$ cat src/rtl/fifo_pkg.sv
// Shared definitions for the programmable synchronous FIFO: read-mode encodings,
// reset threshold defaults, and the threshold validation rule.
package fifo_pkg;

   localparam int FWFT_STD  = 0;
   localparam int FWFT_FALL = 1;

   localparam int AE_DEFAULT = 2;
   localparam int AF_MARGIN  = 2;

   function automatic int clog2(input int value);
      int r;
      r = 0;
      while ((1 << r) < value) r = r + 1;
      return r;
   endfunction

   // A threshold pair is usable only if both almost flags can ever assert
   // and the almost-empty band sits strictly below the almost-full band.
   function automatic logic thr_valid(input logic [31:0] ae,
                                      input logic [31:0] af,
                                      input logic [31:0] depth);
      return (ae >= 32'd1) && (ae < af) && (af <= depth - 32'd1);
   endfunction

endpackage

$ cat src/rtl/fifo_dp_ram.sv
// Dual-port register array: one synchronous write port, one asynchronous read port.
module fifo_dp_ram #(
   parameter int DEPTH  = 8,
   parameter int WIDTH  = 10,
   parameter int ADDR_W = 3
) (
   input  logic              clk,
   input  logic              we_i,
   input  logic [ADDR_W-1:0] waddr_i,
   input  logic [WIDTH-1:0]  wdata_i,
   input  logic [ADDR_W-1:0] raddr_i,
   output logic [WIDTH-1:0]  rdata_o
);

   logic [WIDTH-1:0] mem_q [DEPTH];

   always_ff @(posedge clk) begin
      if (we_i) mem_q[waddr_i] <= wdata_i;
   end

   assign rdata_o = mem_q[raddr_i];

endmodule

$ cat src/rtl/fifo_sync_prog.sv
// Single-clock FIFO with registered fill level and flags, programmable almost
// thresholds, standard or fall-through read, and overflow/underflow reporting.
module fifo_sync_prog
   import fifo_pkg::*;
#(
   parameter int FIFO_DEPTH     = 8,
   parameter int FIFO_WORD_SIZE = 10,
   parameter int FIFO_PTR_SIZE  = clog2(FIFO_DEPTH),
   parameter int FWFT           = FWFT_STD,
   parameter int AE_RESET       = AE_DEFAULT,
   parameter int AF_RESET       = FIFO_DEPTH - AF_MARGIN
) (
   input  logic                      clk,
   input  logic                      reset_L,
   input  logic [FIFO_WORD_SIZE-1:0] data_in,
   input  logic                      wr_en,
   input  logic                      rd_en,
   input  logic                      init,
   input  logic [FIFO_PTR_SIZE:0]    almost_empty_threshold_input,
   input  logic [FIFO_PTR_SIZE:0]    almost_full_threshold_input,
   input  logic                      err_clr,
   output logic [FIFO_WORD_SIZE-1:0] data_out,
   output logic                      rd_valid,
   output logic [FIFO_PTR_SIZE:0]    fill_level,
   output logic                      empty_flag,
   output logic                      full_flag,
   output logic                      almost_empty_flag,
   output logic                      almost_full_flag,
   output logic                      overflow_err,
   output logic                      underflow_err,
   output logic                      error_flag,
   output logic                      cfg_error
);

   localparam int LW = FIFO_PTR_SIZE + 1;
   localparam logic [LW-1:0] DEPTH_L = LW'(FIFO_DEPTH);

   logic [LW-1:0] wr_ptr_q, wr_ptr_d;
   logic [LW-1:0] rd_ptr_q, rd_ptr_d;
   logic [LW-1:0] level_q, level_d;
   logic [LW-1:0] ae_thr_q, ae_thr_d;
   logic [LW-1:0] af_thr_q, af_thr_d;
   logic          empty_q, empty_d;
   logic          full_q, full_d;
   logic          aempty_q, aempty_d;
   logic          afull_q, afull_d;
   logic          ovf_q, ovf_d;
   logic          udf_q, udf_d;
   logic          err_q, err_d;
   logic          cfg_err_q, cfg_err_d;

   logic          ptr_empty, ptr_full;
   logic          pop_ok, push_ok, thr_ok;
   logic [FIFO_WORD_SIZE-1:0] ram_rdata;

   // The extra pointer bit separates "same slot, empty" from "same slot, full".
   assign ptr_empty = (wr_ptr_q == rd_ptr_q);
   assign ptr_full  = (wr_ptr_q[FIFO_PTR_SIZE-1:0] == rd_ptr_q[FIFO_PTR_SIZE-1:0]) &&
                      (wr_ptr_q[FIFO_PTR_SIZE] != rd_ptr_q[FIFO_PTR_SIZE]);

   assign pop_ok  = rd_en & ~ptr_empty;
   assign push_ok = wr_en & (~ptr_full | pop_ok);

   assign thr_ok = thr_valid(32'(almost_empty_threshold_input),
                             32'(almost_full_threshold_input),
                             32'(FIFO_DEPTH));

   always_comb begin
      wr_ptr_d  = wr_ptr_q + LW'(push_ok);
      rd_ptr_d  = rd_ptr_q + LW'(pop_ok);
      level_d   = level_q + LW'(push_ok) - LW'(pop_ok);
      ae_thr_d  = ae_thr_q;
      af_thr_d  = af_thr_q;
      ovf_d     = wr_en & ~push_ok;
      udf_d     = rd_en & ~pop_ok;
      err_d     = (err_q & ~err_clr) | ovf_d | udf_d;
      cfg_err_d = (cfg_err_q & ~err_clr) | (init & ~thr_ok);

      if (init && thr_ok) begin
         ae_thr_d = almost_empty_threshold_input;
         af_thr_d = almost_full_threshold_input;
      end

      // Flags follow the next level but the currently active thresholds, so a
      // threshold load takes effect on the flags one cycle after it lands.
      empty_d  = (level_d == '0);
      full_d   = (level_d == DEPTH_L);
      aempty_d = (level_d != '0) && (level_d <= ae_thr_q);
      afull_d  = (level_d >= af_thr_q) && (level_d != DEPTH_L);
   end

   always_ff @(posedge clk or negedge reset_L) begin
      if (!reset_L) begin
         wr_ptr_q  <= '0;
         rd_ptr_q  <= '0;
         level_q   <= '0;
         ae_thr_q  <= LW'(AE_RESET);
         af_thr_q  <= LW'(AF_RESET);
         empty_q   <= 1'b1;
         full_q    <= 1'b0;
         aempty_q  <= 1'b0;
         afull_q   <= 1'b0;
         ovf_q     <= 1'b0;
         udf_q     <= 1'b0;
         err_q     <= 1'b0;
         cfg_err_q <= 1'b0;
      end else begin
         wr_ptr_q  <= wr_ptr_d;
         rd_ptr_q  <= rd_ptr_d;
         level_q   <= level_d;
         ae_thr_q  <= ae_thr_d;
         af_thr_q  <= af_thr_d;
         empty_q   <= empty_d;
         full_q    <= full_d;
         aempty_q  <= aempty_d;
         afull_q   <= afull_d;
         ovf_q     <= ovf_d;
         udf_q     <= udf_d;
         err_q     <= err_d;
         cfg_err_q <= cfg_err_d;
      end
   end

   fifo_dp_ram #(
      .DEPTH  (FIFO_DEPTH),
      .WIDTH  (FIFO_WORD_SIZE),
      .ADDR_W (FIFO_PTR_SIZE)
   ) u_ram (
      .clk     (clk),
      .we_i    (push_ok),
      .waddr_i (wr_ptr_q[FIFO_PTR_SIZE-1:0]),
      .wdata_i (data_in),
      .raddr_i (rd_ptr_q[FIFO_PTR_SIZE-1:0]),
      .rdata_o (ram_rdata)
   );

   if (FWFT == FWFT_FALL) begin : g_fwft
      // Head word is presented combinationally; forced to zero while empty so
      // the output is defined out of reset.
      assign rd_valid = ~empty_q;
      assign data_out = empty_q ? '0 : ram_rdata;
   end else begin : g_std
      logic [FIFO_WORD_SIZE-1:0] dout_q, dout_d;
      logic                      rdv_q, rdv_d;

      always_comb begin
         dout_d = dout_q;
         rdv_d  = pop_ok;
         if (pop_ok) dout_d = ram_rdata;
      end

      always_ff @(posedge clk or negedge reset_L) begin
         if (!reset_L) begin
            dout_q <= '0;
            rdv_q  <= 1'b0;
         end else begin
            dout_q <= dout_d;
            rdv_q  <= rdv_d;
         end
      end

      assign rd_valid = rdv_q;
      assign data_out = dout_q;
   end

   assign fill_level        = level_q;
   assign empty_flag        = empty_q;
   assign full_flag         = full_q;
   assign almost_empty_flag = aempty_q;
   assign almost_full_flag  = afull_q;
   assign overflow_err      = ovf_q;
   assign underflow_err     = udf_q;
   assign error_flag        = err_q;
   assign cfg_error         = cfg_err_q;

endmodule

$ cat config.mk
export PLATFORM = sky130hd
export DESIGN_NAME = fifo_sync_prog
export DESIGN_NICKNAME = d
export VERILOG_FILES = /design/src/rtl/fifo_pkg.sv /design/src/rtl/fifo_dp_ram.sv /design/src/rtl/fifo_sync_prog.sv
export SDC_FILE = /design/constraint.sdc
export NUM_CORES = 1
export LEC_CHECK = 0
export CORE_MARGIN = 3
export CORE_UTILIZATION = 40
export CTS_BUF_LIST = sky130_fd_sc_hd__clkbuf_2 sky130_fd_sc_hd__clkbuf_4 sky130_fd_sc_hd__clkbuf_8
export CTS_CLUSTER_DIAMETER = 150
export DETAILED_ROUTE_END_ITERATION = 10
export PLACE_DENSITY = 0.57
export SETUP_SLACK_MARGIN = 0.15
export SYNTH_ARGS = -nofsm -noshare
export SYNTH_HDL_FRONTEND = slang
export SYNTH_SLANG_ARGS = --single-unit
$ cat constraint.sdc
create_clock -name clk -period 3.4 [get_ports clk]
set_input_delay 0.34 -clock clk [delete_from_list [all_inputs] [get_ports clk]]
set_output_delay 0.34 -clock clk [all_outputs]
set_load 0.01 [all_outputs]
==> results of run 1 <==
[metal layers]
layer  track usage [%]  up-vias
li1                  -     1208
met1             18.83     1281
met2             23.78       60
met3             4.508       12
met4             7.425        0
met5                 0        -
[worst max-delay path: stages, from the launching register on]
cell     delay [ns]
dfrtp_1        0.40
xnor2_1        0.16
nand3_1        0.16
or3_4          0.44
nand2_4        0.07
o21ai_2        0.05
ha_2           0.21
fa_2           0.62
ha_4           0.21
nor2b_1        0.13
or3_1          0.30
a31o_1         0.19
a21oi_2        0.12
[registers in the layout, indices dropped and copies added (netlist names)]
| register | flops |
|---|---|
| wr_ptr_q | 4 |
| af_thr_q | 4 |
| rd_ptr_q | 4 |
| error_flag | 1 |
| almost_full_flag | 1 |
| cfg_error | 1 |
| ae_thr_q | 4 |
| u_ram.mem_q | 80 |
| full_flag | 1 |
| empty_flag | 1 |
| fill_level | 4 |
| data_out | 10 |
| overflow_err | 1 |
| rd_valid | 1 |
| underflow_err | 1 |
| almost_empty_flag | 1 |
[final cells by class]
type                            count  share of cell area (%)
Sequential cell                   119                   55.84
Multi-Input combinational cell    138                   22.95
Timing Repair Buffer               63                   9.624
Clock buffer                       19                   4.213
Clock inverter                     13                   3.366
Tap cell                          143                   2.953
Inverter                           17                   1.053
[cell families after synthesis]
logic type,synth area share [%]
and+or+nand+nor,5.334
buffers and inverters,2.422
xor gates and xnor gates,2.345
adders and majority gates,4.277
AOI/OAI and AO/OA,3.041
muxes,12.91
DFF,69.67
[report_power, final]
group          switching (mW)  total [mW]  internal, mW
sequential              0.133        2.04          1.91
combinational            1.01        2.03          1.01
clock                   0.563        1.46         0.896
[placed cells by master (no fill, tap or decap), types with 4 or more instances in the layout]
master and count:
clkdlybuf4s50_1 45, bufinv_16 5, nand2b_1 5, xnor2_1 10, buf_4 17, mux4_2 20, nor2_1 6, nand3_1 4
inv_1 16, clkbuf_8 18, dfstp_2 4, nand2_1 13, nor3_1 5, dfrtp_1 35, ha_1 13, mux2i_1 12
o21ai_0 12, mux2_2 4, edfxtp_1 80
[path summary, 6_finish.rpt]
path / endpoint / slack [ns] / depth (start not counted)
setup / recovery: almost_empty_flag / 0.26 / 12
setup reg to reg: almost_empty_flag / 0.26 / 12
hold / removal: wr_ptr_q[3] / 0.05 / 1
min in group clk: almost_full_flag / 0.45 / 1
max in group asynchronous: data_out[2] / 2.76 / 1
hold reg to reg: almost_full_flag / 0.45 / 1
[metrics by stage]
stage	power, mW	hold WS [ns]
after floorplan	3.396	0.04441
after global placement	4.047	0.4388
after detailed placement	4.070	0.4450
after CTS	5.547	0.07227
after global routing	5.905	0.1023
final	5.526	0.05161
[what timing repair did]
action                                  in CTS  in global routing
resized for setup                            0                  6
endpoints found under the setup margin       0                  1
setup buffers                                0                  3
==> impl_metrics.toml, run 1 <==
[run_status]
outcome = "complete, no violations"

[routing]
drt_pass1_iterations = 4
wl_per_cell_um = 17.75
drt_iter0_drc = 145
top_layer = "met4"
ant_nets = 0
num_vias = 2561
met1_length_um = 4125
viasPerCell = 5.002
route.met2.wl_um = 4450
post-route-drc-count = 0
drt_wl_total_um = 9090
met3_length_um = 358

[setup_path]
cp-startpoint = "rd_ptr_q[2]"
cp-end-kind = "flop"
crit_required_ns = 3.77
start_kind = "flop"
path_max_fanout = 4
arrival_ns = 3.50
critical_path_class = "flop to flop"
rr_startpoint = "rd_ptr_q[2]"

[synth]
yosysTopAreaCellShare_pct = 49.47
seq_area_frac_synth_pct = 69.67
synth_async_sr_flop_share_pct = 32.77
syn_inst = 283
syn_nets = 323
yosys-top-cells-area = "edfxtp_1 49%, dfrtp_1 18%, mux4_2 9.3%"
synth_ff_type = "edfxtp_1"
avgSynthCellArea_um2 = 17.16
synth-seq-cells = 119
syn-cell-area_um2 = 4856
synth_cell_types = 41
yosysMostFrequentCell = "edfxtp_1"
ys_warn_count = 0
ys_top_cells_by_count = "80 x edfxtp_1, 35 x dfrtp_1, 20 x mux4_2, 16 x inv_1, 15 x ha_1"
synth_edf_count = 80
synth_top_area_cell = "edfxtp_1"

[global_routing]
antenna_found_initial = 0
grt_first_pass_wirelength_um = 14410
grtUsageTotal_pct = 14.98
overflow = 0
first_global_vias = 2658
grt_max_degree = 40

[floorplanning]
fp.dieW_um = 116.2
dieArea_um2 = 13500
ios = 47
coreArea_um2 = 11660
initial_core_util_pct = 41.64
core.rowCount = 39
fp.dieH_um = 116.2

[cts]
numCtsBuffers = 17
insertion_delay_ns = 0.44
clockBufferDepth = 2
clkSlewWorstSetupHoldPaths_ns = 0.07
cts_sinks = 119
cts-root-buf = "clkbuf_8"
hold_buffers = 0
htree_num_levels = 4
cts_tree = "yes"

[sta]
setup_tns_ns = 0
rsz0062_at_grt = "yes"
slew_headroom_pct = 20.03
worst_pin_slew_ns = 1.195
layout_setup_ws_ns = 0.2640
min_period_ns = 3.136
final_hold_viol_count = 0
max_freq_mhz = 318.9
drv_slew = 0
skew_ns = 0.006745
finalCritPeriodShare_pct = 92.24
setup_viol = 0

[finish]
diodes = 0
drive_gt1_share_pct = 24.93
final_net_count = 396
area_delta_synth_final_pct = 24.76
register_area_um2 = 3383
multi_input_area_um2 = 1390
stdcell_area_um2 = 6058
stdcell_count = 512
final_util_pct = 51.95
nFillCells = 970

[power]
power.density_nw_per_um2 = 912.2
peakVddDrop_uv = 383.9
p_leak_nw = 2.282

[place]
hpwl_um = 5774
dp_cells = 477
port_buffers = 46
place_area_um2 = 5548
place_ws_ns = 0.08479
place_congestion = 0.7849

[job]
maxCapViolations = 0

[worst_hold_path]
hp-class = "primary input to asynchronous set/reset pin"
Power figures use the tool's default switching activity.
==> run 2: changes to the inputs <==
==> constraint.sdc (replaced) <==
create_clock -name clk -period 3.4 [get_ports clk]
set_input_delay 0.68 -clock clk [delete_from_list [all_inputs] [get_ports clk]]
set_output_delay 0.68 -clock clk [all_outputs]
set_load 0.01 [all_outputs]
==> impl_metrics.toml, run 2 (synthesis results as in run 1) <==
[finish]
final_net_count = 403
area_delta_synth_final_pct = 24.22
largest_reg_flops = 80
final_cell_mix = "80 x edfxtp_1, 45 x clkdlybuf4s50_1, 35 x dfrtp_1"
top_register = "u_ram.mem_q"
stdcell_count = 518
final_util_pct = 51.72
layout_commonest_cell = "edfxtp_1"
diodes = 0
drive_gt1_share_pct = 25.87
stdcell_area_um2 = 6032

[global_routing]
grtUsageTotal_pct = 14.77
first_global_vias = 2635
grt_max_degree = 40
antenna_found_initial = 0
grt_first_pass_wirelength_um = 14240
overflow = 0

[power]
power.share.clock_pct = 23.4
p_leak_nw = 2.284
p_seq_share_pct = 38.4
peakVddDrop_uv = 473.6
power.total_mw = 5.306
power.density_nw_per_um2 = 879.6
netSwitchingFraction_pct = 31.49
p_switching_mw = 1.671
intPower_mw = 3.635
p_comb_share_pct = 38.3

[routing]
drt_wl_total_um = 8907
wl_per_cell_um = 17.19
post-route-drc-count = 0
num_vias = 2597
ant_nets = 0
drt_pass1_iterations = 4
viasPerCell = 5.014
drt_iter0_drc = 67

[run_status]
outcome = "complete, no violations"

[sta]
setup_tns_ns = 0
setup_viol = 0
max_freq_mhz = 325.3
slew_headroom_pct = 34.53
layout_setup_ws_ns = 0.3260
worst_pin_slew_ns = 0.9767
min_period_ns = 3.074
drv_slew = 0
rsz0062_at_grt = "yes"
fin_hold_ws_ns = 0.3978
finalCritPeriodShare_pct = 90.41
skew_ns = 0.007008
final_hold_viol_count = 0

[place]
place_congestion = 0.7258
place_area_um2 = 5600
hpwl_um = 5841
dp_cells = 484
place_ws_ns = -0.1421
port_buffers = 46

[cts]
clkSlewWorstSetupHoldPaths_ns = 0.07
cts-root-buf = "clkbuf_8"
numCtsBuffers = 17
cts_sinks = 119
clockBufferDepth = 2
htree_num_levels = 4
insertion_delay_ns = 0.42
cts_tree = "yes"

[floorplanning]
core.rowCount = 39
fp.dieH_um = 116.2
coreArea_um2 = 11660
ios = 47
fp.dieW_um = 116.2
initial_core_util_pct = 41.64
dieArea_um2 = 13500

[job]
maxCapViolations = 0

[setup_path]
arrival_ns = 3.43
r2r_cells = 12
path_max_fanout = 3
start_kind = "flop"
cp-end-kind = "flop"
critical_path_class = "flop to flop"
crit_required_ns = 3.75

[worst_hold_path]
hp-class = "primary input to asynchronous set/reset pin"
-- run 2: final timing paths --
path | startpoint | to | slack, ns
min in group clk | af_thr_q[3] | almost_full_flag | 0.45
worst min register to register | af_thr_q[3] | almost_full_flag | 0.45
worst min-delay path | reset_L | underflow_err | 0.40
max in group asynchronous | reset_L | wr_ptr_q[3] | 2.41
worst max-delay path | wr_ptr_q[2] | almost_empty_flag | 0.33
worst max register to register | wr_ptr_q[2] | almost_empty_flag | 0.33
-- run 2: timing repair --
| action | 4_1_cts | 5_1_grt |
|---|---|---|
| hold buffers | 0 | 0 |
| buffers inserted | 0 | 3 |
| gates resized for setup | 0 | 4 |
| setup endpoints to repair | 0 | 2 |
-- run 2: critical path, stage by stage (launching register included) --
cell     delay [ns]
dfrtp_1        0.39
xnor2_1        0.16
nand3_1        0.15
or3_4          0.43
nand2_4        0.07
o21ai_2        0.06
ha_2           0.20
fa_1           0.48
ha_1           0.31
nor2b_1        0.14
or3_1          0.30
a31o_1         0.19
a21oi_2        0.12
-- run 2: cell type report --
class	count	area, um2
flip-flops and latches	119	3383
repair buffers	70	635.6
multi-input cells	138	1375
clock inverters	11	126.4
clock buffers	20	269.0
inverters	17	63.81
well taps	143	178.9
fillers	979	5630
-- run 2: power groups by stage --
stage	combinational (mW)	clock (mW)	sequential (mW)
6_report	2.03	1.24	2.04
5_1_grt	2.28	1.35	2.07
4_1_cts	2.02	1.28	2.04
3_5_place_dp	2.02	0	2.07
3_3_place_gp	1.99	0	2.06
2_1_floorplan	1.28	0	2.12
-- run 2: per-layer routing --
layer | share of wire, % | up-vias | global-route usage [%]
li1 | - | 1226 | -
met1 | 44 | 1300 | 18.34
met2 | 50 | 64 | 24.05
met3 | 5.1 | 7 | 5.751
met4 | 0.89 | 0 | 4.640
met5 | 0 | - | 0
==> run 3: changes to the inputs <==
--- a/config.mk
+++ b/config.mk
@@ -9,6 +9,7 @@
 export CORE_UTILIZATION = 40
 export CTS_BUF_LIST = sky130_fd_sc_hd__clkbuf_2 sky130_fd_sc_hd__clkbuf_4 sky130_fd_sc_hd__clkbuf_8
 export CTS_CLUSTER_DIAMETER = 150
+export CTS_CLUSTER_SIZE = 16
 export DETAILED_ROUTE_END_ITERATION = 10
 export PLACE_DENSITY = 0.57
 export SETUP_SLACK_MARGIN = 0.15
==> results of run 3 <==
Same layout as run 2: the final DEF is identical, and so are final timing and power.
